`config.mk`:
```
export PLATFORM = sky130hd
export DESIGN_NAME = data_mem_arbiter
export DESIGN_NICKNAME = d
export VERILOG_FILES = /design/src/rtl/dmem_pkg.sv /design/src/rtl/data_mem_arbiter.sv
export SDC_FILE = /design/constraint.sdc
export NUM_CORES = 1
export LEC_CHECK = 0
export ABC_AREA = 0
export ABC_CLOCK_PERIOD_IN_PS = 4400
export BUFFER_PORTS_ARGS = -buffer_cell sky130_fd_sc_hd__buf_2
export CORE_AREA = 2 2 116 118
export CTS_CLUSTER_DIAMETER = 30
export DETAILED_ROUTE_END_ITERATION = 6
export DIE_AREA = 0 0 118 120
export PLACE_DENSITY = 0.72
export SYNTH_ARGS = -nofsm -noshare
export SYNTH_HDL_FRONTEND = slang
export SYNTH_SLANG_ARGS = --single-unit
```
`constraint.sdc`:
```
create_clock -name clk -period 4.4 [get_ports clk]
set_input_delay 0.44 -clock clk [delete_from_list [all_inputs] [get_ports clk]]
set_output_delay 0.44 -clock clk [all_outputs]
set_load 0.005 [all_outputs]
```
`src/rtl/dmem_pkg.sv`:
```
// Shared definitions for the data memory arbiter.
//   DATA_W      : data/address width of the memory path
//   DMEM_DEPTH  : default number of 32-bit words in the data memory
//   port_e      : requester index (CPU load/store port, loader/debug port)
//   rr_pick     : round-robin pick, returns a one-hot grant vector
package dmem_pkg;

    localparam int DATA_W     = 32;
    localparam int DMEM_DEPTH = 1024;

    typedef enum logic {
        PORT_CPU = 1'b0,
        PORT_LDR = 1'b1
    } port_e;

    // On contention the port that did not win last time gets the grant;
    // a lone request is passed straight through.
    function automatic logic [1:0] rr_pick(input logic [1:0] req, input port_e last);
        logic [1:0] gnt;
        gnt = req;
        if (req == 2'b11) begin
            gnt = (last == PORT_CPU) ? 2'b10 : 2'b01;
        end
        return gnt;
    endfunction

endpackage

```
`src/rtl/data_mem_arbiter.sv`:
```
// Two-port round-robin arbiter in front of a single-port data memory with
// combinational read.
//   clk, rst                 : clock, synchronous active-high reset
//   pN_req/we/addr/wdata     : requester N access (p0 = CPU, p1 = loader/debug)
//   pN_gnt                   : combinational grant, same cycle as the request
//   pN_rvalid/rdata/err      : response one cycle after a read or an
//                              out-of-range access; err flags addr >= DEPTH
//   mem_we/mem_a/mem_wd/mem_rd : data memory port
module data_mem_arbiter
    import dmem_pkg::*;
#(
    parameter int DEPTH = DMEM_DEPTH
) (
    input  logic              clk,
    input  logic              rst,
    input  logic              p0_req,
    input  logic              p0_we,
    input  logic [DATA_W-1:0] p0_addr,
    input  logic [DATA_W-1:0] p0_wdata,
    output logic              p0_gnt,
    output logic              p0_rvalid,
    output logic [DATA_W-1:0] p0_rdata,
    output logic              p0_err,
    input  logic              p1_req,
    input  logic              p1_we,
    input  logic [DATA_W-1:0] p1_addr,
    input  logic [DATA_W-1:0] p1_wdata,
    output logic              p1_gnt,
    output logic              p1_rvalid,
    output logic [DATA_W-1:0] p1_rdata,
    output logic              p1_err,
    output logic              mem_we,
    output logic [DATA_W-1:0] mem_a,
    output logic [DATA_W-1:0] mem_wd,
    input  logic [DATA_W-1:0] mem_rd
);

    localparam logic [DATA_W-1:0] DEPTH_W = DATA_W'(DEPTH);

    port_e                        last_gnt_q, last_gnt_d;
    logic  [1:0]                  rvalid_q, rvalid_d;
    logic  [1:0]                  err_q, err_d;
    logic  [1:0][DATA_W-1:0]      rdata_q, rdata_d;

    logic  [1:0]                  gnt;
    logic                         any_gnt;
    logic                         sel;
    logic                         sel_we;
    logic                         sel_inr;
    logic  [DATA_W-1:0]           sel_addr;
    logic  [DATA_W-1:0]           sel_wd;

    always_comb begin
        // Reset blocks every grant so nothing reaches memory or the response path.
        gnt      = rst ? 2'b00 : rr_pick({p1_req, p0_req}, last_gnt_q);
        any_gnt  = |gnt;
        sel      = gnt[1];
        sel_we   = sel ? p1_we    : p0_we;
        sel_addr = sel ? p1_addr  : p0_addr;
        sel_wd   = sel ? p1_wdata : p0_wdata;
        sel_inr  = (sel_addr < DEPTH_W);

        mem_we   = any_gnt & sel_we & sel_inr;
        mem_a    = any_gnt ? sel_addr : '0;
        mem_wd   = any_gnt ? sel_wd   : '0;

        last_gnt_d = last_gnt_q;
        rvalid_d   = 2'b00;
        err_d      = 2'b00;
        rdata_d    = rdata_q;

        if (any_gnt) begin
            last_gnt_d = port_e'(sel);
            if (!sel_inr) begin
                // Out-of-range: error response; a write is dropped and keeps rdata.
                rvalid_d[sel] = 1'b1;
                err_d[sel]    = 1'b1;
                if (!sel_we) begin
                    rdata_d[sel] = '0;
                end
            end else if (!sel_we) begin
                rvalid_d[sel] = 1'b1;
                rdata_d[sel]  = mem_rd;
            end
        end
    end

    always_ff @(posedge clk) begin
        if (rst) begin
            last_gnt_q <= PORT_LDR;
            rvalid_q   <= 2'b00;
            err_q      <= 2'b00;
            rdata_q    <= '0;
        end else begin
            last_gnt_q <= last_gnt_d;
            rvalid_q   <= rvalid_d;
            err_q      <= err_d;
            rdata_q    <= rdata_d;
        end
    end

    // Responses are masked during reset so a response pending when reset
    // arrives is never seen.
    assign p0_gnt    = gnt[0];
    assign p1_gnt    = gnt[1];
    assign p0_rvalid = rvalid_q[0] & ~rst;
    assign p1_rvalid = rvalid_q[1] & ~rst;
    assign p0_err    = err_q[0] & ~rst;
    assign p1_err    = err_q[1] & ~rst;
    assign p0_rdata  = rst ? '0 : rdata_q[0];
    assign p1_rdata  = rst ? '0 : rdata_q[1];

endmodule

```
After elaboration in Yosys (flattened, before gate mapping)
Cells that the tools add are included.
Word-level totals
  flip-flop bits (word level): 69
  output and inout port bits: 135
  input port bits: 166
  logic and storage cells: 45
Operators by class
  eq/ne operators: 1
  bitwise operators: 11
  mux-type cells: 20
  reduce and logical (&&, ||, !) cells: 5
  magnitude comparators: 3
Operators with widths (number)
  32-bit 2-to-1 mux: 7
  64-bit 2-to-1 mux: 3
  64-bit AND: 1
  64-bit bitwise mux: 1
  64-bit NOT: 1
  32-bit demux with 1-bit select: 1
  32-bit by 11-bit less-than comparator with 1-bit output (second input constant): 1
  2-bit 2-to-1 mux: 5
  1-bit AND: 6
  2-bit OR reduction: 2
  1-bit NOT: 3
  3-bit OR reduction: 1
  2-bit equality test (second input constant): 1
  1-bit by 2-bit less-than comparator with 1-bit output (second input constant): 1
  1-bit 2-to-1 mux: 2
  2-bit AND reduction: 1
  1-bit demux with 1-bit select: 1
  1-bit >= comparator (second input constant): 1
  1-bit logical AND: 1

Logic depth before layout (Yosys ltp)
Gate-level depths: netlist of run 1.
  depth after elaboration: 11
  gate-level depth with buffers: 7
  gate-level depth less buffers: 6

Least setup slack after synthesis of run 1
No wires, ideal clock.
  kind: input to output
  start: input port rst
  end: output port mem_a[13]
  setup slack: 2217 ps
  stages: 7
  buffers on the path: 3
  arrival time: 1743 ps
  data required time: 3960 ps
  cells stage by stage: clkbuf_1 -> nand3b_1 -> clkinv_1 -> clkbuf_1 -> buf_1 -> nand2_1 -> a21oi_1
Between the ends
  cells in the longest elaborated chain, start to end: 3
  elaborated cells between the ends (all ways): 4
  classes of those cells: 3 x mux; 1 x reduce/logical
RTL lines
  start, declared: line data_mem_arbiter.sv:15  | input logic rst,
  2-bit 2-to-1 mux (*): line data_mem_arbiter.sv:55  | gnt = rst ? 2'b00 : rr_pick({p1_req, p0_req}, last_gnt_q);
  32-bit 2-to-1 mux / 2-bit OR reduction (equally long branches): line data_mem_arbiter.sv:59, data_mem_arbiter.sv:56
  32-bit 2-to-1 mux (*): line data_mem_arbiter.sv:64  | mem_a = any_gnt ? sel_addr : '0;
  end, declared: line data_mem_arbiter.sv:33  | output logic [DATA_W-1:0] mem_a,
Every way passes the cells marked *; elsewhere a longest branch is shown, timed or not.

Final worst setup path of run 1
  start: input port rst
  end: output port mem_a[23]
The elaborated chain is that of the path after synthesis.

==> results.json, run 1 <==
{
  "setup_viol": 0,
  "fin_worst_skew_ns": 0.00755,
  "slew_headroom_pct": 32.5,
  "syn_inst": 611,
  "nNetsFinal": 1042,
  "cp-start-kind": "input port",
  "dieWidth_um": 118,
  "drv_cap": 0,
  "initial_core_util_pct": 30.3,
  "setup_tns_ns": 0,
  "syn2layout_area_growth_pct": 47.2,
  "cts.repair.resized": 0,
  "cts.sinks": 69,
  "grt-ovfl-total": 0,
  "crit_type": "input port to output port",
  "ios": 301,
  "drc": 0,
  "path_max_fanout": 45,
  "worst_path_most_repeated_cell": "buf_4",
  "clock_path_buffers": 2,
  "syn_avg_cell_area_um2": 6.44,
  "grt_pass1_wl_um": 23400,
  "worstSkewPairLatency_ns": 0.33,
  "ir_worst_vdd_mv": 0.145,
  "postCtsSetupRepairBufs": 0,
  "outcome": "completed",
  "first_pass_iters": 5,
  "finalMaxSlewViolations": 0,
  "timing.fmax_ghz": 0.375,
  "antenna_found_initial": 3,
  "hold_path.class": "input port to flip-flop",
  "cpPeakStageDelay_ns": 0.57,
  "cp_num_buf_inv": 4,
  "cts_buffers": 9,
  "vias_per_cell": 4.81,
  "final_cells": 1060,
  "cts_tree": "yes",
  "synth-seq-cells": 69,
  "drt_wl_total_um": 15100,
  "postRouteAntennaNets": 0,
  "final_common_cell": "buf_2",
  "yosysUniqueCellTypes": 26,
  "die-area_mm2": 0.0142,
  "rows": 42,
  "crit_family": "buffers and inverters",
  "cp-end-kind": "output port",
  "ctsHoldBuffers": 0,
  "dp_hpwl_um": 11300,
  "syn-num-nets": 777,
  "crit_slowest_cell": "inv_2",
  "yosysSeqAreaShare_pct": 35.1,
  "die_y_um": 120,
  "fin_crit_sh_pct": 60.6,
  "synth_area_mm2": 0.00393,
  "vias": 5098,
  "layout-drive-gt1-share_pct": 37.0,
  "placedCellCount": 1041,
  "htreeDepth": 3,
  "grt_pass1_vias": 4695,
  "arrival_ns": 2.23,
  "track_usage_pct": 20.4,
  "port_buffers": 300,
  "first_iter_violations": 357,
  "clk_pin_slew_ns": 0.05,
  "grt_setup_unrepaired": "false",
  "worstMarginPinSlew_ns": 1.01,
  "cp_data_required_time_ns": 3.96,
  "finalHoldViolCount": 0,
  "timing.final.crit_period_ns": 2.67,
  "ys.warnings.count": 0,
  "place.gp.congestion": 0.920,
  "leakage_uw": 0.00277,
  "wl_per_cell_um": 14.3,
  "cts-root-buf": "clkbuf_16",
  "grt_max_degree": 109,
  "mostFrequentLayoutCells": "buf_2, nand2_1, a21oi_1",
  "core_mm2": 0.0130,
  "power.density_mw_per_mm2": 261,
  "crit_chain": "buf_4 > nand3b_1 > inv_2 > buf_4 > nand2_1 > a21oi_1 > buf_2"
}
-- layout make-up --
cell class,count,area (um^2)
diodes,3,7.51
inverters,35,131
well taps,176,220
flip-flops and latches,69,1380
fillers,1455,7190
clock buffers,14,244
repair buffers,308,1560
clock inverters,2,10.0
multi-input cells,453,2230
-- report_power, final --
part           switching, uW  internal, uW
clock                    245           380
sequential             0.834           628
combinational            147           111
-- per-layer routing --
metal	routed length (um)	GRT usage, %	part of all wire (%)
met5	0	0	0
met4	298	7.38	2.0
met2	7540	34.9	50
met3	1000	5.13	6.6
met1	6280	24.7	42
-- per-stage QoR --
step	util [%]	setup WS, ns	instance area [um^2]	power, uW	hold slack [ns]
6_report	44.6	1.73	5790	1510	0.334
5_1_grt	44.6	1.57	5790	1590	0.347
4_1_cts	44.5	1.72	5780	1530	0.321
3_5_place_dp	42.6	1.56	5530	900	0.442
3_3_place_gp	42.6	1.64	5530	901	0.434
2_1_floorplan	-	2.22	3930	755	0.427
-- cells by family after synthesis --
group	after synthesis	share of synthesized area, %
flops	69	35.1
compound gates	134	20.4
simple gates	319	35.6
buf+inv	89	8.88
-- path summary, 6_finish.rpt --
check,endpoint,depth (start not counted),slack (ns),startpoint
worst min-delay path,rvalid_q[1]$_SDFF_PP0_,2,0.33,p1_we
worst min register to register,rdata_q[35]$_SDFFE_PP0P_,2,0.45,rdata_q[35]$_SDFFE_PP0P_
worst max-delay path,mem_a[23],7,1.73,rst
worst max register to register,rdata_q[5]$_SDFFE_PP0P_,6,1.98,last_gnt_q$_SDFFE_PP1N_
-- sequential cells by signal (all words and copies together), names as in the netlist --
name        flops
rvalid_q        2
err_q           2
last_gnt_q      1
rdata_q        64
-- synth_stat cells, drive strengths merged --
master	instances	area, um^2
o32ai	32	280
and2	1	6.26
nand4	2	12.5
nor2b	36	225
o21bai	1	7.51
clkbuf	40	150
a21oi	98	494
clkinv	1	3.75
o21ai	1	5.00
nand3	32	160
buf	14	67.6
nor3	1	5.00
nand2b	3	18.8
dfxtp	69	1380
nand3b	2	15.0
nand2	194	728
inv	34	128
o21a	1	7.51
a32oi	1	8.76
nor4	10	77.6
nor2	37	139
or4	1	11.3
Power figures use the tool's default switching activity.
==> inputs of run 2 (changes only) <==
--- a/config.mk
+++ b/config.mk
@@ -6,13 +6,13 @@
 export NUM_CORES = 1
 export LEC_CHECK = 0
 export ABC_AREA = 0
-export ABC_CLOCK_PERIOD_IN_PS = 4400
+export ABC_CLOCK_PERIOD_IN_PS = 2200
 export BUFFER_PORTS_ARGS = -buffer_cell sky130_fd_sc_hd__buf_2
 export CORE_AREA = 2 2 116 118
 export CTS_CLUSTER_DIAMETER = 30
 export DETAILED_ROUTE_END_ITERATION = 6
 export DIE_AREA = 0 0 118 120
-export PLACE_DENSITY = 0.72
+export PLACE_DENSITY = 0.75
 export SYNTH_ARGS = -nofsm -noshare
 export SYNTH_HDL_FRONTEND = slang
 export SYNTH_SLANG_ARGS = --single-unit
==> constraint.sdc (replaced) <==
create_clock -name clk -period 2.2 [get_ports clk]
set_input_delay 0.22 -clock clk [delete_from_list [all_inputs] [get_ports clk]]
set_output_delay 0.22 -clock clk [all_outputs]
set_load 0.005 [all_outputs]
==> run 2 against run 1 <==
Total power up 130%. Clock power rose to 2.8 times the previous value. Register-to-register slack worse by 1.8 ns. Sequential share of layout area down 0.77 points. Combinational power up 110%. Clock skew down 0.0013 ns. Routed wire length up 0.37%. Flip-flop and latch count unchanged. Non-clock buffer count up 4. Setup slack worse by 1.6 ns. First-iteration DRC count down 7.0%. Cell count about the same. Largest power group is now the clock network.
==> results.json, run 2 (synthesized netlist as in run 1, its figures left out) <==
{
  "antenna_found_initial": 0,
  "setup_tns_ns": 0,
  "grt_max_degree": 129,
  "drt_wl_total_um": 15200,
  "port_buffers": 300,
  "cts.repair.resized": 0,
  "ir_worst_vdd_mv": 0.319,
  "arrival_ns": 1.85,
  "ctsHoldBuffers": 0,
  "use_met1_pct": 24.8,
  "ff2ff_path_depth": 6,
  "fin_worst_skew_ns": 0.00623,
  "p_int_uw": 2660,
  "swShare_pct": 24.2,
  "largest-register": "rdata_q",
  "setup_viol": 0,
  "cp-start-kind": "flip-flop",
  "clockPowerShare_pct": 48.9,
  "place.gp.congestion": 0.858,
  "finalHoldViolCount": 0,
  "first_pass_iters": 5,
  "crit_type": "flip-flop to output port",
  "cp_data_required_time_ns": 1.98,
  "grt_pass1_wl_um": 22800,
  "grt_pass1_vias": 4500,
  "fin_crit_sh_pct": 94.0,
  "finalMaxSlewViolations": 0,
  "grt-ovfl-total": 0,
  "slew_headroom_pct": 37.9,
  "cp-end-kind": "output port",
  "drv_cap": 0,
  "first_iter_violations": 332,
  "drc": 0,
  "hold_start": "p1_we",
  "dieWidth_um": 118,
  "worstSkewPairLatency_ns": 0.33,
  "final_common_cell": "buf_2",
  "die_y_um": 120,
  "timing.final.crit_period_ns": 2.07,
  "antenna_cells": 0,
  "switching_power_uw": 849,
  "outcome": "completed",
  "htreeDepth": 3,
  "leakage_uw": 0.00286,
  "holdWs_ns": 0.112,
  "syn2layout_area_growth_pct": 52.1,
  "timing.fmax_ghz": 0.484,
  "worstMarginPinSlew_ns": 0.929,
  "clk_pin_slew_ns": 0.06,
  "track_usage_pct": 20.4,
  "grt_setup_unrepaired": "false",
  "grt_use_met3_pct": 5.94,
  "grtUsageMet2_pct": 34.4,
  "wl_per_cell_um": 14.3,
  "mostFrequentLayoutCells": "buf_2, nand2_1, a21oi_1",
  "power.density_mw_per_mm2": 587,
  "hold_path.class": "input port to flip-flop",
  "postRouteAntennaNets": 0,
  "vias_per_cell": 4.77,
  "ios": 301,
  "whs_endpoint": "rvalid_q[1]$_SDFF_PP0_",
  "busiest_layer": "met2",
  "cts_tree": "yes",
  "path_max_fanout": 21,
  "core_mm2": 0.0130,
  "reg.largest.list": "rdata_q (64), err_q (2), rvalid_q (2)",
  "r2r_setup_slack_ns": 0.22,
  "r2r_end": "rdata_q[4]$_SDFFE_PP0P_",
  "vias": 5066,
  "nNetsFinal": 1046,
  "power_frac_seq_pct": 35.8,
  "largest_register_ffs": 64,
  "whs_path_depth": 2,
  "die-area_mm2": 0.0142,
  "cts-root-buf": "clkbuf_16",
  "finish.utilization_pct": 46.1,
  "r2r_start": "last_gnt_q$_SDFFE_PP1N_",
  "initial_core_util_pct": 30.3,
  "clock_path_buffers": 2,
  "cts_buffers": 9,
  "power_frac_comb_pct": 15.3,
  "cts.sinks": 69,
  "rows": 42,
  "layout-drive-gt1-share_pct": 37.9,
  "dp_hpwl_um": 11600,
  "postCtsSetupRepairBufs": 0
}
[run 2: final cells by class]
cell class / count / area, um^2
Fill cell: 1384 / 7000
Multi-Input combinational cell: 453 / 2230
Timing Repair Buffer: 312 / 1660
Sequential cell: 69 / 1380
Clock buffer: 11 / 253
Tap cell: 176 / 220
Inverter: 35 / 131
Clock inverter: 5 / 106
[run 2: power groups by stage]
stage | logic [uW] | clock network, uW | registers [uW]
final | 536 | 1720 | 1260
after global routing | 596 | 1800 | 1260
after CTS | 539 | 1740 | 1260
after detailed placement | 537 | 0 | 1280
after global placement | 536 | 0 | 1280
after floorplan | 226 | 0 | 1280
[run 2: worst max-delay path: stages, from the launching register on]
cell and delay (ns):
dfxtp_1 0.32, nand2_1 0.08, nand3b_1 0.16, inv_2 0.11
buf_4 0.26, buf_6 0.21, nand2_1 0.09, a21oi_1 0.15
buf_2 0.14
[run 2: per-layer routing]
layer | part of all wire (%) | vias to the layer above | wire [um]
met1 | 41 | 2271 | 6250
met2 | 49 | 214 | 7480
met4 | 1.8 | 0 | 272
li1 | - | 2560 | -
met3 | 7.7 | 21 | 1170
met5 | 0 | - | 0
[run 2: through the flow]
stage,std cells,power [uW],worst slack [ns],instance area (um^2)
after global routing,1061,3650,0.0117,5980
final,1061,3510,0.133,5980
after detailed placement,1045,1820,0.220,5620
after floorplan,611,1510,0.457,3930
after CTS,1061,3540,0.0621,5980
after global placement,1045,1820,0.254,5620
[run 2: worst max-delay path by stage]
stage	startpoint	endpoint	slack, ns	cells after the start
floorplan	rst	mem_a[13]	0.46	7
global placement	p0_req	rdata_q[9]$_SDFFE_PP0P_	0.25	7
detailed placement	p0_req	rdata_q[12]$_SDFFE_PP0P_	0.22	7
CTS	last_gnt_q$_SDFFE_PP1N_	mem_a[27]	0.06	8
global route	last_gnt_q$_SDFFE_PP1N_	mem_a[25]	0.01	8
finish	last_gnt_q$_SDFFE_PP1N_	mem_a[27]	0.13	8
==> inputs of run 3 (changes only) <==
==> constraint.sdc (replaced) <==
create_clock -name clk -period 2.2 [get_ports clk]
set_input_delay 0.33 -clock clk [delete_from_list [all_inputs] [get_ports clk]]
set_output_delay 0.33 -clock clk [all_outputs]
set_load 0.005 [all_outputs]
==> run 3 against run 2 <==
Critical path depth stayed put. Highest routed layer unchanged. Sequential power hardly changed. Largest power group unchanged. Global-route usage is 0.079 points higher. Clock skew is 0.0025 ns lower. Die area stayed put. Setup slack worse by 0.016 ns. Via count is 1.1% higher.
==> results.json, run 3 (synthesized netlist as in run 1, its figures left out) <==
{
  "outcome": "completed",
  "postRouteAntennaNets": 0,
  "syn2layout_area_growth_pct": 51.5,
  "critPathLaunch": "p0_addr[28]",
  "r2r_end": "rdata_q[6]$_SDFFE_PP0P_",
  "cts.sinks": 69,
  "worstMarginPinSlew_ns": 0.948,
  "antenna_found_initial": 0,
  "cts.repair.resized": 0,
  "track_usage_pct": 20.4,
  "whs_path_depth": 2,
  "dieWidth_um": 118,
  "grt_setup_unrepaired": "false",
  "num-fill-cells": 1421,
  "place.gp.congestion": 0.867,
  "timing.fmax_ghz": 0.480,
  "grt_pass1_wl_um": 23200,
  "cp_data_required_time_ns": 1.87,
  "crit_type": "input port to output port",
  "htreeDepth": 3,
  "r2r_start": "last_gnt_q$_SDFFE_PP1N_",
  "mostFrequentLayoutCells": "buf_2, nand2_1, a21oi_1",
  "setup_tns_ns": 0,
  "whs_endpoint": "rvalid_q[1]$_SDFF_PP0_",
  "ir_worst_vdd_mv": 0.347,
  "largest-register": "rdata_q",
  "rows": 42,
  "crit_slowest_cell": "nor4_1",
  "finalHoldViolCount": 0,
  "slew_headroom_pct": 36.7,
  "r2r_setup_slack_ns": 0.25,
  "fin_crit_sh_pct": 94.7,
  "multi_input_area_mm2": 0.00223,
  "antenna_cells": 0,
  "leakage_uw": 0.00285,
  "worstSkewPairLatency_ns": 0.32,
  "first_pass_iters": 5,
  "largest_register_ffs": 64,
  "arrival_ns": 1.75,
  "cp_num_buf_inv": 3,
  "cpPeakStageDelay_ns": 0.44,
  "first_iter_violations": 320,
  "drc": 0,
  "layout-drive-gt1-share_pct": 37.7,
  "cts_buffers": 9,
  "wl_per_cell_um": 14.5,
  "drt_wl_total_um": 15400,
  "reg.largest.list": "rdata_q (64), err_q (2), rvalid_q (2)",
  "timing.final.crit_period_ns": 2.08,
  "finalMaxSlewViolations": 0,
  "crit_family": "simple AND/OR/NAND/NOR gates",
  "grt-ovfl-total": 0,
  "hold_path.class": "input port to flip-flop",
  "cts_tree": "yes",
  "holdWs_ns": 0.239,
  "power.density_mw_per_mm2": 558,
  "drv_cap": 0,
  "final_common_cell": "buf_2",
  "dp_hpwl_um": 11600,
  "crit_chain": "buf_2 > nor4_1 > nand4_1 > nor3_1 > buf_4 > a32oi_1 > nor2_1 > buf_2",
  "initial_core_util_pct": 30.3,
  "vias_per_cell": 4.83,
  "ff2ff_path_depth": 7,
  "cp-start-kind": "input port",
  "ctsHoldBuffers": 0,
  "die_y_um": 120,
  "hold_start": "p1_we",
  "nNetsFinal": 1046,
  "port_buffers": 300,
  "die-area_mm2": 0.0142,
  "clk_pin_slew_ns": 0.06,
  "postCtsSetupRepairBufs": 0,
  "ios": 301,
  "regArea_mm2": 0.00138,
  "path_max_fanout": 2,
  "cp-end-kind": "output port",
  "clock_path_buffers": 2,
  "cts-root-buf": "clkbuf_16",
  "grt_max_degree": 135,
  "fin_worst_skew_ns": 0.00377,
  "setup_viol": 0,
  "grt_pass1_vias": 4612,
  "core_mm2": 0.0130,
  "worst_path_most_repeated_cell": "buf_2",
  "vias": 5123
}
==> run 3: how the worst max path moves through the flow <==
stage	endpoint	slack, ns	cells after the start
2_1_floorplan	mem_a[13]	0.24	7
3_3_place_gp	rdata_q[8]$_SDFFE_PP0P_	0.12	7
3_5_place_dp	rdata_q[6]$_SDFFE_PP0P_	0.07	8
4_1_cts	mem_a[12]	0.08	7
5_1_grt	rdata_q[3]$_SDFFE_PP0P_	0.04	7
6_report	mem_we	0.12	8
==> run 3: area by class of cell <==
class	count	share of cell area (%)
clock inverter	2	0.651
tap	176	3.70
inverter	35	2.20
clock buffer	14	4.77
multi-input combinational	453	37.4
sequential	69	23.2
timing repair buffer	312	28.1
==> run 3: through the flow <==
stage	util (%)	setup WS (ns)	instances	area, um^2	total power [uW]
6_report	45.9	0.117	1061	5960	3330
3_3_place_gp	43.4	0.125	1045	5630	1820
4_1_cts	45.9	0.0840	1061	5960	3360
2_1_floorplan	-	0.237	611	3930	1510
3_5_place_dp	43.4	0.0735	1045	5630	1830
5_1_grt	45.9	0.0446	1061	5960	3470
==> run 3: where the power goes <==
part / switching, uW / internal [uW]
clock network: 522 / 1000
registers: 1.55 / 1260
logic: 306 / 238
total: 830 / 2500
==> run 3: metal layers <==
metal | vias up | track usage [%] | wire, um
li1 | 2561 | - | -
met1 | 2320 | 25.0 | 6330
met2 | 218 | 34.8 | 7610
met3 | 24 | 4.94 | 1110
met4 | 0 | 7.45 | 336
met5 | - | 0 | 0
